==> config.mk <==
export PLATFORM = sky130hd
export DESIGN_NAME = fft_peak_finder
export DESIGN_NICKNAME = d
export VERILOG_FILES = /design/src/rtl/fft_pkg.sv /design/src/rtl/cplx_mag2.sv /design/src/rtl/fft_peak_finder.sv
export SDC_FILE = /design/constraint.sdc
export NUM_CORES = 2
export LEC_CHECK = 0
export CAP_MARGIN = 20
export CORE_MARGIN = 4
export CORE_UTILIZATION = 59
export DETAILED_ROUTE_END_ITERATION = 10
export GPL_TIMING_DRIVEN = 0
export PLACE_DENSITY = 0.89
export SLEW_MARGIN = 20
export SYNTH_ARGS = -nofsm -noshare
export SYNTH_HDL_FRONTEND = slang
export SYNTH_SLANG_ARGS = --single-unit
==> constraint.sdc <==
create_clock -name clk -period 7.5 [get_ports clk]
set_input_delay 1.125 -clock clk [delete_from_list [all_inputs] [get_ports clk]]
set_output_delay 1.125 -clock clk [all_outputs]
set_load 0.05 [all_outputs]
==> src/rtl/fft_pkg.sv <==
// Shared FFT constants and types used by the spectral post-processing blocks.
package fft_pkg;

    localparam int unsigned FFT_N    = 1024;
    localparam int unsigned FFT_W    = 16;
    localparam int unsigned FFT_LOGN = $clog2(FFT_N);

    typedef logic [2*FFT_W-1:0] fft_mag_t;

    typedef enum logic {
        ST_IDLE = 1'b0,
        ST_RUN  = 1'b1
    } pf_state_e;

endpackage

==> src/rtl/cplx_mag2.sv <==
// Two-stage registered squared magnitude (re^2 + im^2) with valid passthrough.
module cplx_mag2 import fft_pkg::*; #(
    parameter int unsigned W = FFT_W
) (
    input  logic                clk,
    input  logic                rst,
    input  logic                in_valid,
    input  logic signed [W-1:0] in_re,
    input  logic signed [W-1:0] in_im,
    output logic                out_valid,
    output logic [2*W-1:0]      out_mag
);

    localparam int unsigned MW = 2 * W;

    logic signed [MW-1:0] re_ext;
    logic signed [MW-1:0] im_ext;
    logic [MW-1:0]        re_sq;
    logic [MW-1:0]        im_sq;
    logic                 sq_valid;

    assign re_ext = MW'(in_re);
    assign im_ext = MW'(in_im);

    // Squares are non-negative and at most 2^(2W-2), so the sum fits in 2W unsigned bits.
    always_ff @(posedge clk or posedge rst) begin
        if (rst) begin
            sq_valid  <= 1'b0;
            re_sq     <= '0;
            im_sq     <= '0;
            out_valid <= 1'b0;
            out_mag   <= '0;
        end else begin
            sq_valid  <= in_valid;
            out_valid <= sq_valid;
            if (in_valid) begin
                re_sq <= $unsigned(re_ext * re_ext);
                im_sq <= $unsigned(im_ext * im_ext);
            end
            if (sq_valid) begin
                out_mag <= re_sq + im_sq;
            end
        end
    end

endmodule

==> src/rtl/fft_peak_finder.sv <==
// Streaming per-frame peak detector on the FFT output: reports index and
// squared magnitude of the largest candidate bin once per N-bin frame.
module fft_peak_finder import fft_pkg::*; #(
    parameter int unsigned N           = FFT_N,
    parameter int unsigned W           = FFT_W,
    parameter bit          SEARCH_HALF = 1'b1,
    parameter bit          SKIP_DC     = 1'b1
) (
    input  logic                   clk,
    input  logic                   rst,
    input  logic                   in_valid,
    input  logic                   in_sop,
    input  logic signed [W-1:0]    in_re,
    input  logic signed [W-1:0]    in_im,
    output logic                   peak_valid,
    output logic [$clog2(N)-1:0]   peak_bin,
    output logic [2*W-1:0]         peak_mag,
    output logic                   frame_err
);

    localparam int unsigned LOGN = $clog2(N);
    localparam int unsigned MW   = 2 * W;
    localparam logic [LOGN-1:0] LAST_BIN = LOGN'(N - 1);

    pf_state_e       state;
    logic [LOGN-1:0] cnt;
    logic            seen;

    logic            accept;
    logic            early_sop;
    logic            cand;
    logic            first;
    logic [LOGN-1:0] bin;

    assign accept    = in_valid & (in_sop | (state == ST_RUN));
    assign bin       = in_sop ? '0 : cnt;
    assign early_sop = in_valid & in_sop & (state == ST_RUN) & (cnt != '0);
    assign cand      = (!SEARCH_HALF || !bin[LOGN-1]) && !(SKIP_DC && (bin == '0));
    assign first     = cand & (in_sop | ~seen);

    // Frame control: bin counter, state, and "candidate already seen" flag.
    always_ff @(posedge clk or posedge rst) begin
        if (rst) begin
            state     <= ST_IDLE;
            cnt       <= '0;
            seen      <= 1'b0;
            frame_err <= 1'b0;
        end else begin
            frame_err <= early_sop;
            if (accept) begin
                seen <= (seen & ~in_sop) | cand;
                if (bin == LAST_BIN) begin
                    state <= ST_IDLE;
                    cnt   <= '0;
                end else begin
                    state <= ST_RUN;
                    cnt   <= bin + LOGN'(1);
                end
            end
        end
    end

    logic            mag_valid;
    logic [MW-1:0]   mag;

    cplx_mag2 #(.W(W)) u_mag (
        .clk       (clk),
        .rst       (rst),
        .in_valid  (accept),
        .in_re     (in_re),
        .in_im     (in_im),
        .out_valid (mag_valid),
        .out_mag   (mag)
    );

    logic            s0_valid;
    logic [LOGN-1:0] s0_bin;
    logic            s0_cand;
    logic            s0_first;
    logic            s0_last;
    logic [LOGN-1:0] s1_bin;
    logic            s1_cand;
    logic            s1_first;
    logic            s1_last;

    // Tags travel alongside the magnitude pipeline so frames never mix.
    always_ff @(posedge clk or posedge rst) begin
        if (rst) begin
            s0_valid <= 1'b0;
            s0_bin   <= '0;
            s0_cand  <= 1'b0;
            s0_first <= 1'b0;
            s0_last  <= 1'b0;
            s1_bin   <= '0;
            s1_cand  <= 1'b0;
            s1_first <= 1'b0;
            s1_last  <= 1'b0;
        end else begin
            s0_valid <= accept;
            if (accept) begin
                s0_bin   <= bin;
                s0_cand  <= cand;
                s0_first <= first;
                s0_last  <= (bin == LAST_BIN);
            end
            if (s0_valid) begin
                s1_bin   <= s0_bin;
                s1_cand  <= s0_cand;
                s1_first <= s0_first;
                s1_last  <= s0_last;
            end
        end
    end

    logic [MW-1:0]   run_mag;
    logic [LOGN-1:0] run_bin;
    logic            upd;
    logic [MW-1:0]   nxt_mag;
    logic [LOGN-1:0] nxt_bin;

    assign upd     = mag_valid & s1_cand & (s1_first | (mag > run_mag));
    assign nxt_mag = upd ? mag : run_mag;
    assign nxt_bin = upd ? s1_bin : run_bin;

    // Running max; strict greater-than keeps the lowest index on ties.
    always_ff @(posedge clk or posedge rst) begin
        if (rst) begin
            run_mag    <= '0;
            run_bin    <= '0;
            peak_valid <= 1'b0;
            peak_bin   <= '0;
            peak_mag   <= '0;
        end else begin
            peak_valid <= mag_valid & s1_last;
            if (mag_valid) begin
                run_mag <= nxt_mag;
                run_bin <= nxt_bin;
            end
            if (mag_valid & s1_last) begin
                peak_mag <= nxt_mag;
                peak_bin <= nxt_bin;
            end
        end
    end

endmodule

# ---- Yosys cells after proc, flatten, opt, wreduce, memory -nomap -nowiden
# Index checks and enable logic that the tools add are counted.
dict set report word_totals {
  in_bits 36
  ff_bits 222
  out_inout_bits 44
  word_cells 53
}
dict set report classes {
  order_cmp 1
  bitwise 15
  n_addsub 2
  multipliers 2
  n_mux 5
  reduce_logical 5
  eq_ne 1
}
# operator count
set op_table {}
lappend op_table {{$mul 16x16->32} 2}
lappend op_table {{$add 32x32->32} 1}
lappend op_table {{$gt 32x32->1} 1}
lappend op_table {{$mux 32} 1}
lappend op_table {{$mux 10} 3}
lappend op_table {{$add 10x1->10 const B} 1}
lappend op_table {{$eq 10x10->1 const B} 1}
lappend op_table {{$logic_not 10->1} 1}
lappend op_table {{$reduce_bool 10->1} 1}
lappend op_table {{$and 1x1->1} 9}
lappend op_table {{$or 1x1->1} 4}
lappend op_table {{$logic_not 1->1} 2}
lappend op_table {{$not 1->1} 2}
lappend op_table {{$logic_and 1x1->1} 1}
lappend op_table {{$mux 1} 1}

# ---- Longest topological paths before layout
dict set report logic_depth {
  ltp_word 5
  depth_mapped 25
}

# ---- Cells and area by module
# From an unflattened synthesis, not the netlist that was laid out.
dict set report hier_totals {
  hier_cells 2983
  area_unflattened_um2 28867.7
}
# module area_each_um2 seq_area_each_um2 instances cells_each
set modules_own_cells {}
lappend modules_own_cells {cplx_mag2 22592.9 2402.3 1 2365}
lappend modules_own_cells {fft_peak_finder 6274.8 3128.0 1 618}

# ---- Worst setup path after synthesis
# Ideal clock, no wire load.
dict set report synth_path {
  path_kind {input -> register}
  from {input port in_re[15]}
  to {register u_mag.re_sq[28]}
  path_buffers 2
  setup_ns 0.133
  t_required_ns 7.367
  path_slack_ns 0.383
  arrival_time_ns 6.984
  stages 23
  cell_sequence {clkbuf_1 > clkbuf_1 > and2_1 > fa_1 > inv_1 > fa_1 > fa_1 > inv_1 > fa_1 > fa_1 > inv_1 > fa_1 > inv_1 > ha_1 > a211o_1 > nor3_1 > o21ai_0 > o21ba_2 > a41o_1 > or4_1 > a31oi_1 > xor2_1 > o21ai_0}
}
dict set report synth_between {
  elab_chain_len 1
}
# element line
set synth_lines {}
lappend synth_lines {{from (decl)} fft_peak_finder.sv:13} ;# input logic signed [W-1:0] in_re,
lappend synth_lines {{$mul 16x16->32} cplx_mag2.sv:37} ;# re_sq <= $unsigned(re_ext * re_ext);
lappend synth_lines {{to (signal assigned)} cplx_mag2.sv:37}
lappend synth_lines {{to (decl)} cplx_mag2.sv:18} ;# logic [MW-1:0] re_sq;
# No other way between the ends.
# A chain may end at the register's enable or synchronous reset.

# ---- Final worst setup path
dict set report layout_path {
  from {input port in_re[14]}
  to {register u_mag.re_sq[30]}
}
# Same word-level chain as after synthesis.

==> metrics.log <==
[metrics] Final Routed Wirelength: ~65 mm
[metrics] clock tree root buffer cell: sky130_fd_sc_hd__clkbuf_16
[metrics] number of cells in the design after placement: around 3500
[metrics] Placed Area: 29700 um2
[metrics] core occupancy in the finished layout: 65.7%
[metrics] wire per inst: 18.3 um
[metrics] signed area change from the synthesized netlist to the final layout: 9.27%
[metrics] count of unresolved DRC violations after routing: 0
[metrics] die footprint: slightly above 50000 um2
[metrics] Diodes inserted: 0
[metrics] post-synthesis cell area: approximately 28000 um2
[metrics] post-route design area: 30800 um2
[metrics] setup-violating endpoint count in the final report: 0
[metrics] Max-Slew Margin vs Limit: 49.2%
[metrics] CP Max Fanout: 8
[metrics] maximum number of buffers from clock root to sink: 3
[metrics] chip width: 227 um
[metrics] clock slew at reported path FFs: about 0.060 ns
[metrics] clock tree from TritonCTS: yes
[metrics] number of failing hold endpoints at the final stage: 0
[metrics] number of max-capacitance violations reported: 0
[metrics] Die Span Y: 227 um
[metrics] Avg Cell Area, Syn: roughly 9.9 um2
[metrics] actual slew at the worst max-slew pin: between 0.7 and 0.8 ns
[metrics] Tightest Hold Check Type: reg -> reg
[metrics] Final Wtd Congestion: 0.961
[metrics] Synth Flop Type: sky130_fd_sc_hd__dfrtp_1
[metrics] Clock Sinks: 220
[metrics] number of search-and-repair iterations in the first detailed-routing pass: 6
[metrics] nets in the synthesized netlist: 3596
[metrics] H-tree depth reported by CTS: 1
[metrics] Overflow after GRT: 0
[metrics] Cell Rows: 79
[metrics] initial antenna violation count: 1
[metrics] total of flip-flops plus latches after synthesis: 220
[metrics] GRT Overall Usage: between 20% and 30%
[metrics] status: complete, no violations
[metrics] startpoint-to-endpoint class of the critical path: in -> reg
[metrics] final clock skew: 0.0311 ns
[metrics] share of layout cells above drive strength 1: around 8.3%
[metrics] HPWL after DPL: 52.7 mm
[metrics] number of nets in the layout: 3703
[metrics] portion of the post-synthesis area used by sequential elements: 19.5%
[metrics] Non-Filler Instances: ~3600
[metrics] WP data required: 7.92 ns
[metrics] period utilization: 98.0%
[metrics] Slew Viols, Final: 0
[metrics] crit path time final: 7.35 ns
[metrics] CORE AREA: 46900 um2
[metrics] Worst-Skew Late Latency: 0.53 ns
[metrics] proportion of register bits with asynchronous set or reset after synthesis: 100%
[metrics] violation count after the first detailed-routing iteration: 1500
[metrics] timing-limited maximum frequency: between 100 and 150 MHz
[metrics] number of synthesized flops with an enable pin: 0
[metrics] number of ports placed on the die boundary: 80
[metrics] initial cell density of the core: between 60% and 70%
[metrics] Port-buffer cells: 74
[metrics] number of global-route vias before repair: 22100
[metrics] synthesized instance count: 2851
[metrics] kind of start point of the critical path: primary input
[metrics] arrival time of the worst setup path: approximately 7.8 ns
[metrics] pin count of the biggest net entering global routing: 108
[metrics] global-route wire length before repair: 109 mm
[metrics] critical path endpoint category: flip-flop
[metrics] vias post-DR: 20300
[metrics] Synth Warn #: 0
[metrics] average via count per standard cell: 5.67
[metrics] TritonCTS buffer count: 23
[metrics] sum of negative setup slack: 0 ns
[metrics] number of nets with antenna violations after detailed routing: 0
[metrics] Unique masters post-synth: between 60 and 70
-- final cells by class --
cell class                      instances  area [um2]
Inverter                              697        2630
Timing Repair Buffer                   83         866
Clock buffer                           30         652
Tap cell                              607         759
Fill cell                            3401       16100
Sequential cell                       220        5510
Buffer                                 82         425
Multi-Input combinational cell       1851       19800
Clock inverter                         12         170
-- worst max-delay path, stage by stage --
cell and delay [ns]:
sky130_fd_sc_hd__clkdlybuf4s15_1 0.47, sky130_fd_sc_hd__inv_1 0.23, sky130_fd_sc_hd__nor2_1 0.24, sky130_fd_sc_hd__inv_1 0.09
sky130_fd_sc_hd__fa_1 0.51, sky130_fd_sc_hd__inv_1 0.05, sky130_fd_sc_hd__fa_1 0.47, sky130_fd_sc_hd__fa_1 0.52
sky130_fd_sc_hd__fa_1 0.44, sky130_fd_sc_hd__fa_1 0.49, sky130_fd_sc_hd__inv_1 0.05, sky130_fd_sc_hd__fa_1 0.47
sky130_fd_sc_hd__inv_1 0.05, sky130_fd_sc_hd__ha_1 0.32, sky130_fd_sc_hd__a211o_1 0.35, sky130_fd_sc_hd__nor3_1 0.14
sky130_fd_sc_hd__o21ai_0 0.11, sky130_fd_sc_hd__o21ba_2 0.26, sky130_fd_sc_hd__a41o_1 0.24, sky130_fd_sc_hd__buf_4 0.15
sky130_fd_sc_hd__a2111o_1 0.37, sky130_fd_sc_hd__a21oi_1 0.18, sky130_fd_sc_hd__xnor2_1 0.15, sky130_fd_sc_hd__mux2_2 0.29
-- metrics by stage --
| step | hold WS (ns) | setup slack [ns] |
|---|---|---|
| CTS | 0.374 | 0.00538 |
| detailed placement | 0.359 | -1.05 |
| global route | 0.402 | -0.0123 |
| floorplan | 0.352 | 0.354 |
| finish | 0.376 | 0.153 |
| global placement | 0.354 | -2.08 |
-- routing by layer --
metal	up-vias	part of all wire (%)	track usage (%)
met2	786	50	45.6
met3	210	6.7	3.91
met1	10300	39	33.7
met5	-	0.020	0
li1	8988	-	-
met4	2	4.4	10.0
-- cell usage after synthesis (40+ instances only) --
master | instances | area share, %
sky130_fd_sc_hd__dfrtp_1 | 220 | 20
sky130_fd_sc_hd__xnor2_1 | 71 | 2.2
sky130_fd_sc_hd__and2_1 | 82 | 1.8
sky130_fd_sc_hd__nor2_1 | 92 | 1.2
sky130_fd_sc_hd__o21ai_0 | 103 | 1.8
sky130_fd_sc_hd__inv_1 | 693 | 9.2
sky130_fd_sc_hd__ha_1 | 240 | 11
sky130_fd_sc_hd__a21o_1 | 40 | 1.1
sky130_fd_sc_hd__clkbuf_1 | 78 | 1.0
sky130_fd_sc_hd__a21oi_1 | 70 | 1.2
sky130_fd_sc_hd__mux2_2 | 85 | 3.4
sky130_fd_sc_hd__mux2_4 | 41 | 2.2
sky130_fd_sc_hd__nand2_1 | 266 | 3.5
sky130_fd_sc_hd__fa_1 | 469 | 33
-- final timing paths --
| kind | from | endpoint | slack, ns | cells after the start |
|---|---|---|---|---|
| setup / recovery | in_re[14] | u_mag.re_sq[30] | 0.15 | 24 |
| setup reg to reg | u_mag.re_sq[12] | u_mag.out_mag[30] | 4.02 | 10 |
| hold reg to reg | u_mag.sq_valid | u_mag.out_valid | 0.38 | 0 |
| hold / removal | u_mag.sq_valid | u_mag.out_valid | 0.38 | 0 |
| max in group asynchronous | rst | u_mag.im_sq[21] | 5.58 | 3 |
| min in group asynchronous | rst | u_mag.im_sq[31] | 1.04 | 2 |
-- state kept, by name (all words and copies together) (netlist names), 10 cells and up --
register,cells
run_bin,10
s1_bin,10
peak_mag,32
run_mag,32
s0_bin,10
cnt,10
peak_bin,10
u_mag.im_sq,31
u_mag.out_mag,32
u_mag.re_sq,31
-- layout by cell type, fill, tap and decap left out, drive strengths merged, types with 5 or more instances in the layout --
master,count
nand2b,24
xor2,39
and2,82
a21o,40
nand2,266
ha,240
and3,20
o21ai,106
a31oi,9
clkbuf,103
nor2b,17
fa,469
o31ai,13
xnor2,71
o21a,17
nor3,23
nand3,23
a21oi,70
inv,694
clkinv,8
nor2,92
dlymetal6s2s,10
o211ai,5
dfrtp,220
a31o,10
nand4,9
buf,22
a211oi,16
clkdlybuf4s50,59
o21bai,12
mux2,126
-- repair_timing --
action	in CTS	in global routing
pin swaps	0	4
gates resized for setup	41	75
setup endpoints to repair	18	13
hold buffers	0	0
buffers inserted	0	7
-- logic make-up (layout without fill, tap and decap cells) --
family | count (synthesis) | in the layout | share of synthesized area [%]
AND/OR/NAND/NOR | 575 | 575 | 9.46
buffers and inverters | 780 | 904 | 10.5
flip-flops | 220 | 220 | 19.5
AO/OA/AOI/OAI | 327 | 327 | 7.37
multiplexers | 130 | 130 | 5.72
adder cells (fa/ha/maj) | 709 | 709 | 44.0
XOR/XNOR | 110 | 110 | 3.42
Power is not shown: default switching activity piles up to over one toggle a cycle in this logic, so the estimate is an artifact.
